**src/rtl/id_ex_stage.sv**
```systemverilog
// ---------------------------------------------------------------------------
// id_ex_stage
//   ID/EX pipeline register for a 5-stage RV32I pipeline. It latches the
//   decoded instruction and its operands at the end of ID. It forwards
//   results from EX/MEM and MEM/WB into the latched rs1/rs2 values. It picks
//   the two ALU operands. It also detects load-use hazards: in that case it
//   inserts a bubble into EX and holds IF/ID.
//
// Ports
//   clk, reset                 rising-edge clock, asynchronous active-high reset
//   id_valid/id_inst/id_pc     instruction currently in ID
//   id_rs1_data/id_rs2_data    register-file read data for the ID instruction
//   id_imm                     sign-extended immediate for the ID instruction
//   flush                      squash the ID->EX transfer (redirect from EX)
//   exmem_* / memwb_*          write-back info used for forwarding
//   ex_valid/ex_inst/ex_pc     instruction currently in EX
//   alu_in_1/alu_in_2          ALU operands
//   ex_store_data              forwarded rs2 value for stores
//   stall_id                   hold PC and IF/ID this cycle
// ---------------------------------------------------------------------------
module id_ex_stage #(
    parameter logic [31:0] NOP_INST = 32'h0000_0013,
    parameter logic [31:0] RESET_PC = 32'h0000_0000
) (
    input  logic        clk,
    input  logic        reset,
    input  logic        id_valid,
    input  logic [31:0] id_inst,
    input  logic [31:0] id_pc,
    input  logic [31:0] id_rs1_data,
    input  logic [31:0] id_rs2_data,
    input  logic [31:0] id_imm,
    input  logic        flush,
    input  logic        exmem_reg_write,
    input  logic [4:0]  exmem_rd,
    input  logic [31:0] exmem_result,
    input  logic        memwb_reg_write,
    input  logic [4:0]  memwb_rd,
    input  logic [31:0] memwb_result,
    output logic        ex_valid,
    output logic [31:0] ex_inst,
    output logic [31:0] ex_pc,
    output logic [31:0] alu_in_1,
    output logic [31:0] alu_in_2,
    output logic [31:0] ex_store_data,
    output logic        stall_id
);

    localparam logic [6:0] OP_R      = 7'b0110011;
    localparam logic [6:0] OP_I      = 7'b0010011;
    localparam logic [6:0] OP_LOAD   = 7'b0000011;
    localparam logic [6:0] OP_STORE  = 7'b0100011;
    localparam logic [6:0] OP_BRANCH = 7'b1100011;
    localparam logic [6:0] OP_JALR   = 7'b1100111;
    localparam logic [6:0] OP_JAL    = 7'b1101111;

    logic [31:0] rs1_data_reg;
    logic [31:0] rs2_data_reg;
    logic [31:0] imm_reg;

    logic [6:0] id_opcode;
    logic [4:0] id_rs1;
    logic [4:0] id_rs2;
    logic [6:0] ex_opcode;
    logic [4:0] ex_rd;

    assign id_opcode = id_inst[6:0];
    assign id_rs1    = id_inst[19:15];
    assign id_rs2    = id_inst[24:20];
    assign ex_opcode = ex_inst[6:0];
    assign ex_rd     = ex_inst[11:7];

    // ------------------------------------------------------------------
    // Load-use hazard: a load in EX whose destination feeds the ID
    // instruction cannot be forwarded in time, so one bubble is inserted.
    // ------------------------------------------------------------------
    logic rs1_used;
    logic rs2_used;

    always_comb begin
        rs1_used = (id_opcode != OP_JAL);
        rs2_used = (id_opcode == OP_R) || (id_opcode == OP_STORE) ||
                   (id_opcode == OP_BRANCH);
        stall_id = ex_valid && (ex_opcode == OP_LOAD) && (ex_rd != 5'd0) &&
                   id_valid &&
                   ((rs1_used && (id_rs1 == ex_rd)) ||
                    (rs2_used && (id_rs2 == ex_rd)));
    end

    // ------------------------------------------------------------------
    // Pipeline register. Both flush and a load-use stall insert the same
    // bubble. The bubble is a NOP that writes no register, so the stages
    // downstream stay inert.
    // ------------------------------------------------------------------
    always_ff @(posedge clk or posedge reset) begin
        if (reset) begin
            ex_valid     <= 1'b0;
            ex_inst      <= NOP_INST;
            ex_pc        <= RESET_PC;
            rs1_data_reg <= 32'h0;
            rs2_data_reg <= 32'h0;
            imm_reg      <= 32'h0;
        end else if (flush || stall_id) begin
            ex_valid     <= 1'b0;
            ex_inst      <= NOP_INST;
            ex_pc        <= RESET_PC;
            rs1_data_reg <= 32'h0;
            rs2_data_reg <= 32'h0;
            imm_reg      <= 32'h0;
        end else begin
            ex_valid     <= id_valid;
            ex_inst      <= id_valid ? id_inst : NOP_INST;
            ex_pc        <= id_pc;
            rs1_data_reg <= id_rs1_data;
            rs2_data_reg <= id_rs2_data;
            imm_reg      <= id_imm;
        end
    end

    // ------------------------------------------------------------------
    // Forwarding. Index 0 is rs1 and index 1 is rs2. EX/MEM is younger, so
    // it wins over MEM/WB. x0 is never forwarded.
    // ------------------------------------------------------------------
    logic [4:0]  src_idx  [2];
    logic [31:0] lat_data [2];
    logic [31:0] fwd_data [2];

    assign src_idx[0]  = ex_inst[19:15];
    assign src_idx[1]  = ex_inst[24:20];
    assign lat_data[0] = rs1_data_reg;
    assign lat_data[1] = rs2_data_reg;

    genvar gi;
    generate
        for (gi = 0; gi < 2; gi++) begin : g_fwd
            assign fwd_data[gi] =
                (exmem_reg_write && (exmem_rd != 5'd0) && (exmem_rd == src_idx[gi])) ? exmem_result :
                (memwb_reg_write && (memwb_rd != 5'd0) && (memwb_rd == src_idx[gi])) ? memwb_result :
                lat_data[gi];
        end
    endgenerate

    // ------------------------------------------------------------------
    // Operand select
    // ------------------------------------------------------------------
    always_comb begin
        alu_in_1 = (ex_opcode == OP_JAL) ? ex_pc : fwd_data[0];
        case (ex_opcode)
            OP_R, OP_BRANCH:                        alu_in_2 = fwd_data[1];
            OP_I, OP_LOAD, OP_STORE, OP_JALR, OP_JAL: alu_in_2 = imm_reg;
            default:                                alu_in_2 = 32'h0;
        endcase
    end

    assign ex_store_data = fwd_data[1];

endmodule

```
**config.mk**
```make
export PLATFORM = sky130hd
export DESIGN_NAME = id_ex_stage
export DESIGN_NICKNAME = d
export VERILOG_FILES = /design/src/rtl/id_ex_stage.sv
export SDC_FILE = /design/constraint.sdc
export NUM_CORES = 1
export LEC_CHECK = 0
export ABC_CLOCK_PERIOD_IN_PS = 9260
export CAP_MARGIN = 20
export CORE_AREA = 2 2 158 160
export DETAILED_ROUTE_END_ITERATION = 12
export DIE_AREA = 0 0 160 162
export MAX_ROUTING_LAYER = met4
export PLACE_DENSITY_LB_ADDON = 0.15
export SYNTH_ARGS = -nofsm -noshare
export SYNTH_HDL_FRONTEND = slang
export SYNTH_SLANG_ARGS = --single-unit
export TNS_END_PERCENT = 20
```
**constraint.sdc**
```tcl
create_clock -name clk -period 9.26 [get_ports clk]
set_input_delay 1.852 -clock clk [delete_from_list [all_inputs] [get_ports clk]]
set_output_delay 1.852 -clock clk [all_outputs]
set_load 0.1 [all_outputs]
```
=== After elaboration in Yosys (flattened, before gate mapping) ===
Cells that the tools add are included.

* Equal/unequal tests: 17
* Multiplexer cells: 13
* Reduce and logical (&&, ||, !) cells: 21

{| class="wikitable"
|+ Operators by type and width
! operator !! count
|-
| two-way mux 32 bit || 11
|-
| one-hot mux 32 bit (2 select lines) || 1
|-
| == test 5 bit || 6
|-
| == test 7 x 6 -> 1 bit, second input constant || 4
|-
| == test 7 bit, second input constant || 4
|-
| nonzero test 5 bit || 3
|-
| logical AND 1 bit || 12
|-
| == test 7 x 2 -> 1 bit, second input constant || 1
|-
| == test 7 x 5 -> 1 bit, second input constant || 1
|-
| != test 7 bit, second input constant || 1
|-
| OR reduction 5 bit || 1
|-
| logical OR 1 bit || 4
|-
| OR reduction 2 bit || 1
|-
| two-way mux 1 bit || 1
|}

* Flip-flop bits (word level): 161
* Bits of input ports: 240
* Output and inout bits: 162
* Logic and storage cells: 57

=== Longest topological paths before layout ===
Gate-level depths: netlist (run 1).

* Word-level depth: 8
* Gate-level depth with buffers: 7
* Depth with buffers taken out: 5

=== Worst setup path before layout (run 1) ===
No wires, ideal clock.

* Kind: input-to-output
* Start: in memwb_rd[0]
* End: out alu_in_2[1]
* Arrival time: 5052 ps
* Required time: 7408 ps
* Setup slack: 2356 ps
* Stages: 6
* Buffers on the path: 1
* Cells stage by stage: or4_1 nand2_1 a211oi_2 buf_2 mux2i_1 o21ai_0

* Cells in the longest elaborated chain, start to end: 6
* Elaborated cells on any way between the ends: 7
* Classes of those cells: 1 x eq/ne; 3 x mux; 3 x reduce/logical

{| class="wikitable"
|+ RTL lines
! what !! RTL line !! source
|-
| from (decl) || 38 || <nowiki>input logic [4:0] memwb_rd,</nowiki>
|-
| nonzero test 5 bit || 138 || <nowiki>(memwb_reg_write && (memwb_rd != 5'd0) && (memwb_rd == src_idx[gi])) ? memwb_result :</nowiki>
|-
| logical AND 1 bit || 138 ||
|-
| logical AND 1 bit (*) || 138 ||
|-
| two-way mux 32 bit (*) || 138 ||
|-
| two-way mux 32 bit (*) || 137 || <nowiki>(exmem_reg_write && (exmem_rd != 5'd0) && (exmem_rd == src_idx[gi])) ? exmem_result :</nowiki>
|-
| one-hot mux 32 bit (2 select lines) (*) || 148 || <nowiki>case (ex_opcode)</nowiki>
|-
| to (decl) || 44 || <nowiki>output logic [31:0] alu_in_2,</nowiki>
|}

Every way passes the cells marked *; elsewhere a longest branch is shown, timed or not.

=== Worst setup path in the final report (run 1) ===
* Start: in exmem_rd[1]
* End: out alu_in_1[31]

* Cells in the longest elaborated chain, start to end: 5
* Elaborated cells on any way between the ends: 6
* Classes of those cells: 1 x eq/ne; 2 x mux; 3 x reduce/logical

{| class="wikitable"
|+ RTL lines
! what !! RTL line !! source
|-
| from (decl) || 35 || <nowiki>input logic [4:0] exmem_rd,</nowiki>
|-
| nonzero test 5 bit || 137 ||
|-
| logical AND 1 bit || 137 ||
|-
| logical AND 1 bit (*) || 137 ||
|-
| two-way mux 32 bit (*) || 137 ||
|-
| two-way mux 32 bit (*) || 147 || <nowiki>alu_in_1 = (ex_opcode == OP_JAL) ? ex_pc : fwd_data[0];</nowiki>
|-
| to (decl) || 43 || <nowiki>output logic [31:0] alu_in_1,</nowiki>
|}

Marked as above.

==> summary.md, run 1 <==
| Metric | Value |
|---|---|
| Max Buffers Root-to-Sink | 2 |
| YS warnings | 0 |
| Share of the synthesized area in the top cell type | 50.45% |
| CTS tree | built |
| Final clock skew | 13.32 ps |
| Area Overhead vs Synth | 61.32% |
| Die Width | 160 µm |
| Cell count after synthesis | 721 |
| Tot Pwr | 2.084 mW |
| CTS resizes | 0 |
| Port Buffers | 401 |
| WP buf/inv | 3 |
| Tcrit/Tclk final | 80.68% |
| Final Max Slew Viols | 0 |
| Most used DFF post-synth | dfrtp_1 |
| Routed vias | 7460 |
| Mapped Avg Cell Area | 10.87 µm² |
| MaxCap Viol Count | 0 |
| RSZ-0062 raised after global routing | no |
| Die area | 25920 µm² |
| Layout Nets | 1326 |
| Crit-path max FO | 16 |
| Crit. End Element | output pin |
| CP cell instances | clkdlybuf4s50_1 > or4_1 > o21a_1 > nand4_1 > buf_4 > o22ai_1 > a21oi_1 > clkdlybuf4s50_1 |
| Grt total ovfl | 0 |
| Yosys top cell by area | dfrtp_1 |
| Power density cells | 164.8 nW/µm² |
| Vias per cell | 5.242 |
| CP dominant cell by count | clkdlybuf4s50_1 |
| Post-route ant nets | 0 |
| Peak Freq | 133.9 MHz |
| Htree depth | 4 |
| Fin. Hold Viols | 0 |
| Post-CTS setup buffer count | 0 |
| First DRT Iteration DRCs | 446 |
| Final Core Density | 52.45% |
| Final HPWL DP | 22.08 mm |
| Vias in the first global route | 7825 |
| Min-delay worst type | reg2reg |
| Post-synth EDFFs | 0 |
| Cts bufs inserted | 17 |
| Post-synth net total | 961 |
| DIE HEIGHT | 162 µm |
| VDD IR max | 0.1079 mV |
| Synth area leaders | dfrtp_1, nor3b_1, mux2i_1, a21oi_1, a32oi_1 |
| Required @ worst endpoint | 7410 ps |
| DR DRC count | 0 |
| WS Path Type | in2out |
| Crit-path slowest cell | clkdlybuf4s50_1 |
| CTS Root Cell | clkbuf_16 |
| Worst-path clk slew | 70 ps |
| GRT Overall Usage | 25.10% |
| # fillers | 2249 |
| Outcome | finished, final reports clean |
| # IOs | 402 |
| Leakage Power | 4.825 nW |
| Initial antenna violation count | 0 |
| Netlist Area Pre-Place | 7838 µm² |
| Yosys reg bits | 161 |
| Cell Rows | 57 |
| First drt pass iteration count | 6 |
| Min Tclk post-route | 7471 ps |
| Slowest stage delay, CP | 1180 ps |
| Layout cells sized above 1 | 5.278% |
| Seq/Total Area, Yosys | 51.45% |
| Sinks on Clock Net | 161 |
| CP delay by family, top | buffers and inverters |
| GP Congestion | 0.8571 |
| Hold buffers post-CTS | 0 |
| # diodes | 0 |
| Worst-Skew Late Latency | 440 ps |
| Total Routed Length | 31.99 mm |
| Asr flop ratio synth | 100.0% |
| Core area | 24110 µm² |
| Routed WL per cell | 22.48 µm |
| Max-slew headroom | 28.41% |
| Setup crit start kind | input port |
| First-pass GRT wire length | 47.87 mm |
| Setup TNS | 0 ps |
| Starting Density | 32.51% |
| Worst-Margin Slew | 1071 ps |
| Largest net degree at the start of global routing | 88 |
| Netlist cell types | 36 |
| Final setup fails | 0 |
| Arrival @ worst endpoint | 5620 ps |
Yosys cell counts (2+ instances only):
cell type	n
buf_4	9
buf_6	4
o21ai_0	2
nand3_1	2
or3_1	3
buf_2	27
xnor2_1	15
nor3b_1	157
or4_1	4
o21ai_1	31
nand4_1	5
nor3_1	5
a32oi_1	32
o211ai_1	3
dfstp_2	3
a21oi_1	64
xor2_1	14
mux2i_1	64
clkbuf_1	29
nor2_1	36
o22ai_1	32
dfrtp_1	158
nor2b_1	2
inv_1	2
nand2_1	7
placed cells by master, fill, tap and decap left out, types with 2 or more instances in the layout:
master,Yosys,layout
or4_1,4,4
clkinv_4,0,4
nand2_1,7,6
dfrtp_1,158,158
nor2b_1,2,2
or3_1,3,3
a21oi_1,64,64
o211ai_1,3,3
xor2_1,14,14
nor3b_1,157,157
xnor2_1,15,15
inv_6,0,7
mux2i_1,64,64
buf_4,9,13
nand3_1,2,2
nor3_1,5,4
o21ai_0,2,2
o22ai_1,32,32
clkbuf_16,0,17
nand4_1,5,5
o21ai_1,31,31
inv_8,0,2
a32oi_1,32,32
clkdlybuf4s50_1,0,400
nor2_1,36,35
dfstp_2,3,3
power breakdown:
group	switching (mW)	leakage, nW	internal [mW]	total (mW)
clock network	0.323	0.274	0.361	0.684
logic	0.437	2.47	0.208	0.645
registers	0.0175	2.08	0.737	0.755
cell families after synthesis:
logic type | after synthesis | share of synthesized area [%]
AND/OR/NAND/NOR | 226 | 19.19
AO/OA/AOI/OAI | 170 | 13.30
flip-flops | 161 | 51.45
buffers and inverters | 71 | 4.645
multiplexers | 64 | 8.174
XOR/XNOR | 29 | 3.241
per-stage QoR:
step                setup slack (ps)  hold WS [ps]  area (µm²)  cells
floorplan                       2356          1217        7838    721
detailed placement              1805          1362       12060   1390
CTS                             1802          1380       12620   1422
global route                    1643          1462       12640   1423
global placement                1847          1356       12040   1389
finish                          1789          1365       12640   1423
worst min-delay path: stages (launching register included):
cell and delay [ps]:
dfrtp_1 380, nor4_1 90, o211ai_1 130, a21oi_4 40, buf_4 380, nor3b_1 280
layout make-up:
cell class	instances	area, µm²	share of cell area, %
repair buffers	415	4144	32.78
clock buffers	19	442.9	3.503
clock inverters	13	117.6	0.9302
multi-input cells	489	3488	27.59
flip-flops and latches	161	4033	31.90
well taps	324	405.4	3.206
inverters	2	12.51	0.09896
path summary, 6_finish.rpt:
check / start / slack (ps) / to / cells past startpoint
max: exmem_rd[1] / 1790 / alu_in_1[31] / 8
min reg2reg: ex_inst[6] / 1360 / ex_inst[12] / 5
max in group asynchronous: reset / 6090 / imm_reg[30] / 4
min: ex_inst[6] / 1360 / ex_inst[12] / 5
min in group asynchronous: reset / 1950 / ex_pc[0] / 2
max reg2reg: ex_inst[11] / 5920 / ex_pc[1] / 7
routing by layer:
| layer | track usage [%] | vias to the layer above | routed length, µm |
|---|---|---|---|
| met5 | - | - | 0 |
| met2 | 42.72 | 317 | 16190 |
| li1 | - | 3395 | - |
| met1 | 29.50 | 3687 | 12890 |
| met4 | 7.944 | 0 | 738 |
| met3 | 6.052 | 61 | 2180 |
(Power assumes the default switching activity.)
==> run 2, diff against run 1 <==
--- a/config.mk
+++ b/config.mk
@@ -5,11 +5,11 @@
 export SDC_FILE = /design/constraint.sdc
 export NUM_CORES = 1
 export LEC_CHECK = 0
-export ABC_CLOCK_PERIOD_IN_PS = 9260
+export ABC_CLOCK_PERIOD_IN_PS = 7100
 export CAP_MARGIN = 20
-export CORE_AREA = 2 2 158 160
+export CORE_AREA = 2 2 156 158
 export DETAILED_ROUTE_END_ITERATION = 12
-export DIE_AREA = 0 0 160 162
+export DIE_AREA = 0 0 158 160
 export MAX_ROUTING_LAYER = met4
 export PLACE_DENSITY_LB_ADDON = 0.15
 export SYNTH_ARGS = -nofsm -noshare
==> constraint.sdc (replaced) <==
create_clock -name clk -period 7.1 [get_ports clk]
set_input_delay 1.42 -clock clk [delete_from_list [all_inputs] [get_ports clk]]
set_output_delay 1.42 -clock clk [all_outputs]
set_load 0.1 [all_outputs]
==> run 2 against run 1 <==
Design area fell by 0.66%. Largest cell class unchanged. Wire length fell by 0.87%. Total power rose by 31%. Via count fell by 0.32%. Worst hold slack got worse by 53 ps. Combinational power is 30% higher. Clock-buffer cell count unchanged. Final cell count rose by 0.14%. Die area fell by 2.5%. Global-route usage grew 0.40 points.
==> summary.md, run 2 (synthesized netlist as in run 1, its figures left out) <==
| Metric | Value |
|---|---|
| Outcome | finished, final reports clean |
| Min-delay worst type | reg2reg |
| Cell Rows | 57 (unchanged) |
| Post-route ant nets | 0 (unchanged) |
| Die Width | 158 µm (-1.3%) |
| Port Buffers | 401 (unchanged) |
| Layout cells sized above 1 | 14.09% (+8.8 points) |
| Commonest non-fill, non-tap cells in the layout | clkdlybuf4s50_1, dfrtp_1, nor3b_1 |
| # fillers | 2207 (-1.9%) |
| Grt total ovfl | 0 (unchanged) |
| Layout Cells excl Fill | 1425 (+0.14%) |
| Setup TNS | 0 ps (unchanged) |
| DP Worst Slack | 1390 ps (-414.3 ps) |
| Power density cells | 216.9 nW/µm² (+32%) |
| Routed vias | 7436 (-0.32%) |
| MaxCap Viol Count | 0 (unchanged) |
| Dpl cell area | 11990 µm² (-0.56%) |
| Vias per cell | 5.218 (-0.46%) |
| Htree depth | 4 (unchanged) |
| Crit. End Element | output pin |
| Core area | 23820 µm² (-1.2%) |
| Worst-Margin Slew | 1058 ps (-12.69 ps) |
| RSZ-0062 raised after global routing | no |
| CTS Root Cell | clkbuf_16 |
| Largest net degree at the start of global routing | 95 (+8.0%) |
| Combinational Power Share | 30.8% (about the same) |
| Leakage Power | 5.012 nW (+3.9%) |
| CP cell instances | clkdlybuf4s50_1 > or4_1 > o21a_1 > nand4_1 > nand2_1 > buf_4 > o21ai_1 > buf_12 |
| CTS tree | built |
| CTS resizes | 0 (unchanged) |
| VDD IR max | 0.1527 mV (+42%) |
| Starting Density | 32.90% (+0.39 points) |
| Final setup fails | 0 (unchanged) |
| Final clock skew | 12.51 ps (-0.8058 ps) |
| Final HPWL DP | 22.52 mm (+2.0%) |
| Tot Pwr | 2.724 mW (+31%) |
| Max-slew headroom | 29.47% (+1.1 points) |
| Crit-path slowest cell | or4_1 |
| Flop pwr share | 36.2% (about the same) |
| Die area | 25280 µm² (-2.5%) |
| Seq. cell area | 4033 µm² (unchanged) |
| Final Max Slew Viols | 0 (unchanged) |
| Final Core Density | 52.73% (+0.28 points) |
| Inst Count DP | 1392 (+0.14%) |
| Fin. Hold Viols | 0 (unchanged) |
| Internal | 1.728 mW (+32%) |
| Cts bufs inserted | 17 (unchanged) |
| DIE HEIGHT | 160 µm (-1.2%) |
| Leading cell type in the layout, fill and taps excluded | clkdlybuf4s50_1 |
| Vias in the first global route | 7892 (+0.86%) |
| First-pass GRT wire length | 46.73 mm (-2.4%) |
| Switching pwr | 0.9958 mW (+28%) |
| Clock share of power | 33.0% (+0.2 points) |
| Net Sw Frac | 36.56% (-0.76 points) |
| Hold buffers post-CTS | 0 (unchanged) |
| First drt pass iteration count | 5 (-1) |
| Slowest stage delay, CP | 550 ps (-630 ps) |
| Crit-path max FO | 17 (+1) |
| Layout Nets | 1327 (+0.075%) |
| GRT Overall Usage | 25.51% (+0.40 points) |
| Initial antenna violation count | 1 (+1) |
| DR DRC count | 0 (unchanged) |
| Min Tclk post-route | 5691 ps |
| Sinks on Clock Net | 161 (unchanged) |
| Final Cell Area | 12560 µm² (-0.66%) |
| WS Path Type | in2out |
| Worst-Skew Late Latency | 430 ps (about the same) |
| Routed WL per cell | 22.26 µm (-1.0%) |
| Tcrit/Tclk final | 80.15% |
| Area Overhead vs Synth | 60.25% |
| Arrival @ worst endpoint | 4270 ps (-1350 ps) |
| Post-CTS setup buffer count | 0 (unchanged) |
| # IOs | 402 (unchanged) |
| First DRT Iteration DRCs | 490 (+9.9%) |
| Setup crit start kind | input port |
| Peak Freq | 175.7 MHz |
| Worst-path clk slew | 70 ps (about the same) |
| Final WS setup | 1409 ps (-380.1 ps) |
| Max Buffers Root-to-Sink | 2 (unchanged) |
| Total Routed Length | 31.72 mm (-0.87%) |
| GP Congestion | 0.8584 (+0.15%) |
| Hold_ws | 1312 ps (-52.81 ps) |
| Multi-input combinational cell area | 3486 µm² (about the same) |
| Required @ worst endpoint | 5680 ps (-1730 ps) |
[run 2: worst max-delay path, delay by kind of cell]
kind                   cells  cell delay [ps]
AND/OR/NAND/NOR            3             1190
buffers and inverters      3             1140
AO/OA/AOI/OAI              2              510
[run 2: layout make-up]
class | instances | area share [%]
timing repair buffer | 416 | 32.26
sequential | 161 | 32.11
multi-input combinational | 489 | 27.75
clock buffer | 19 | 3.527
tap | 324 | 3.228
clock inverter | 13 | 1.006
inverter | 2 | 0.09962
antenna | 1 | 0.01992
[run 2: path summary, 6_finish.rpt]
| check | start | endpoint | slack (ps) | cells after the start |
|---|---|---|---|---|
| worst max-delay path | exmem_rd[1] | alu_in_2[12] | 1410 | 8 |
| min in group asynchronous | reset | ex_pc[29] | 1380 | 2 |
| worst min-delay path | ex_inst[6] | ex_inst[29] | 1310 | 5 |
| max in group asynchronous | reset | ex_inst[18] | 4470 | 3 |
| worst max register to register | ex_inst[8] | imm_reg[8] | 3850 | 6 |
| worst min register to register | ex_inst[6] | ex_inst[29] | 1310 | 5 |
[run 2: layer usage]
| layer | global-route usage (%) | part of all wire [%] | wire [µm] |
|---|---|---|---|
| met2 | 42.08 | 50 | 15760 |
| met1 | 29.51 | 39 | 12500 |
| met3 | 6.486 | 7.4 | 2360 |
| met4 | 10.48 | 3.4 | 1092 |
| met5 | - | 0 | 0 |
[run 2: power groups by stage]
stage / logic (mW) / registers (mW) / clock network (mW)
floorplan: 0.419 / 1.12 / 0
global placement: 0.838 / 1.00 / 0
detailed placement: 0.841 / 1.00 / 0
CTS: 0.843 / 0.985 / 0.923
global route: 0.870 / 0.989 / 0.965
finish: 0.839 / 0.985 / 0.900
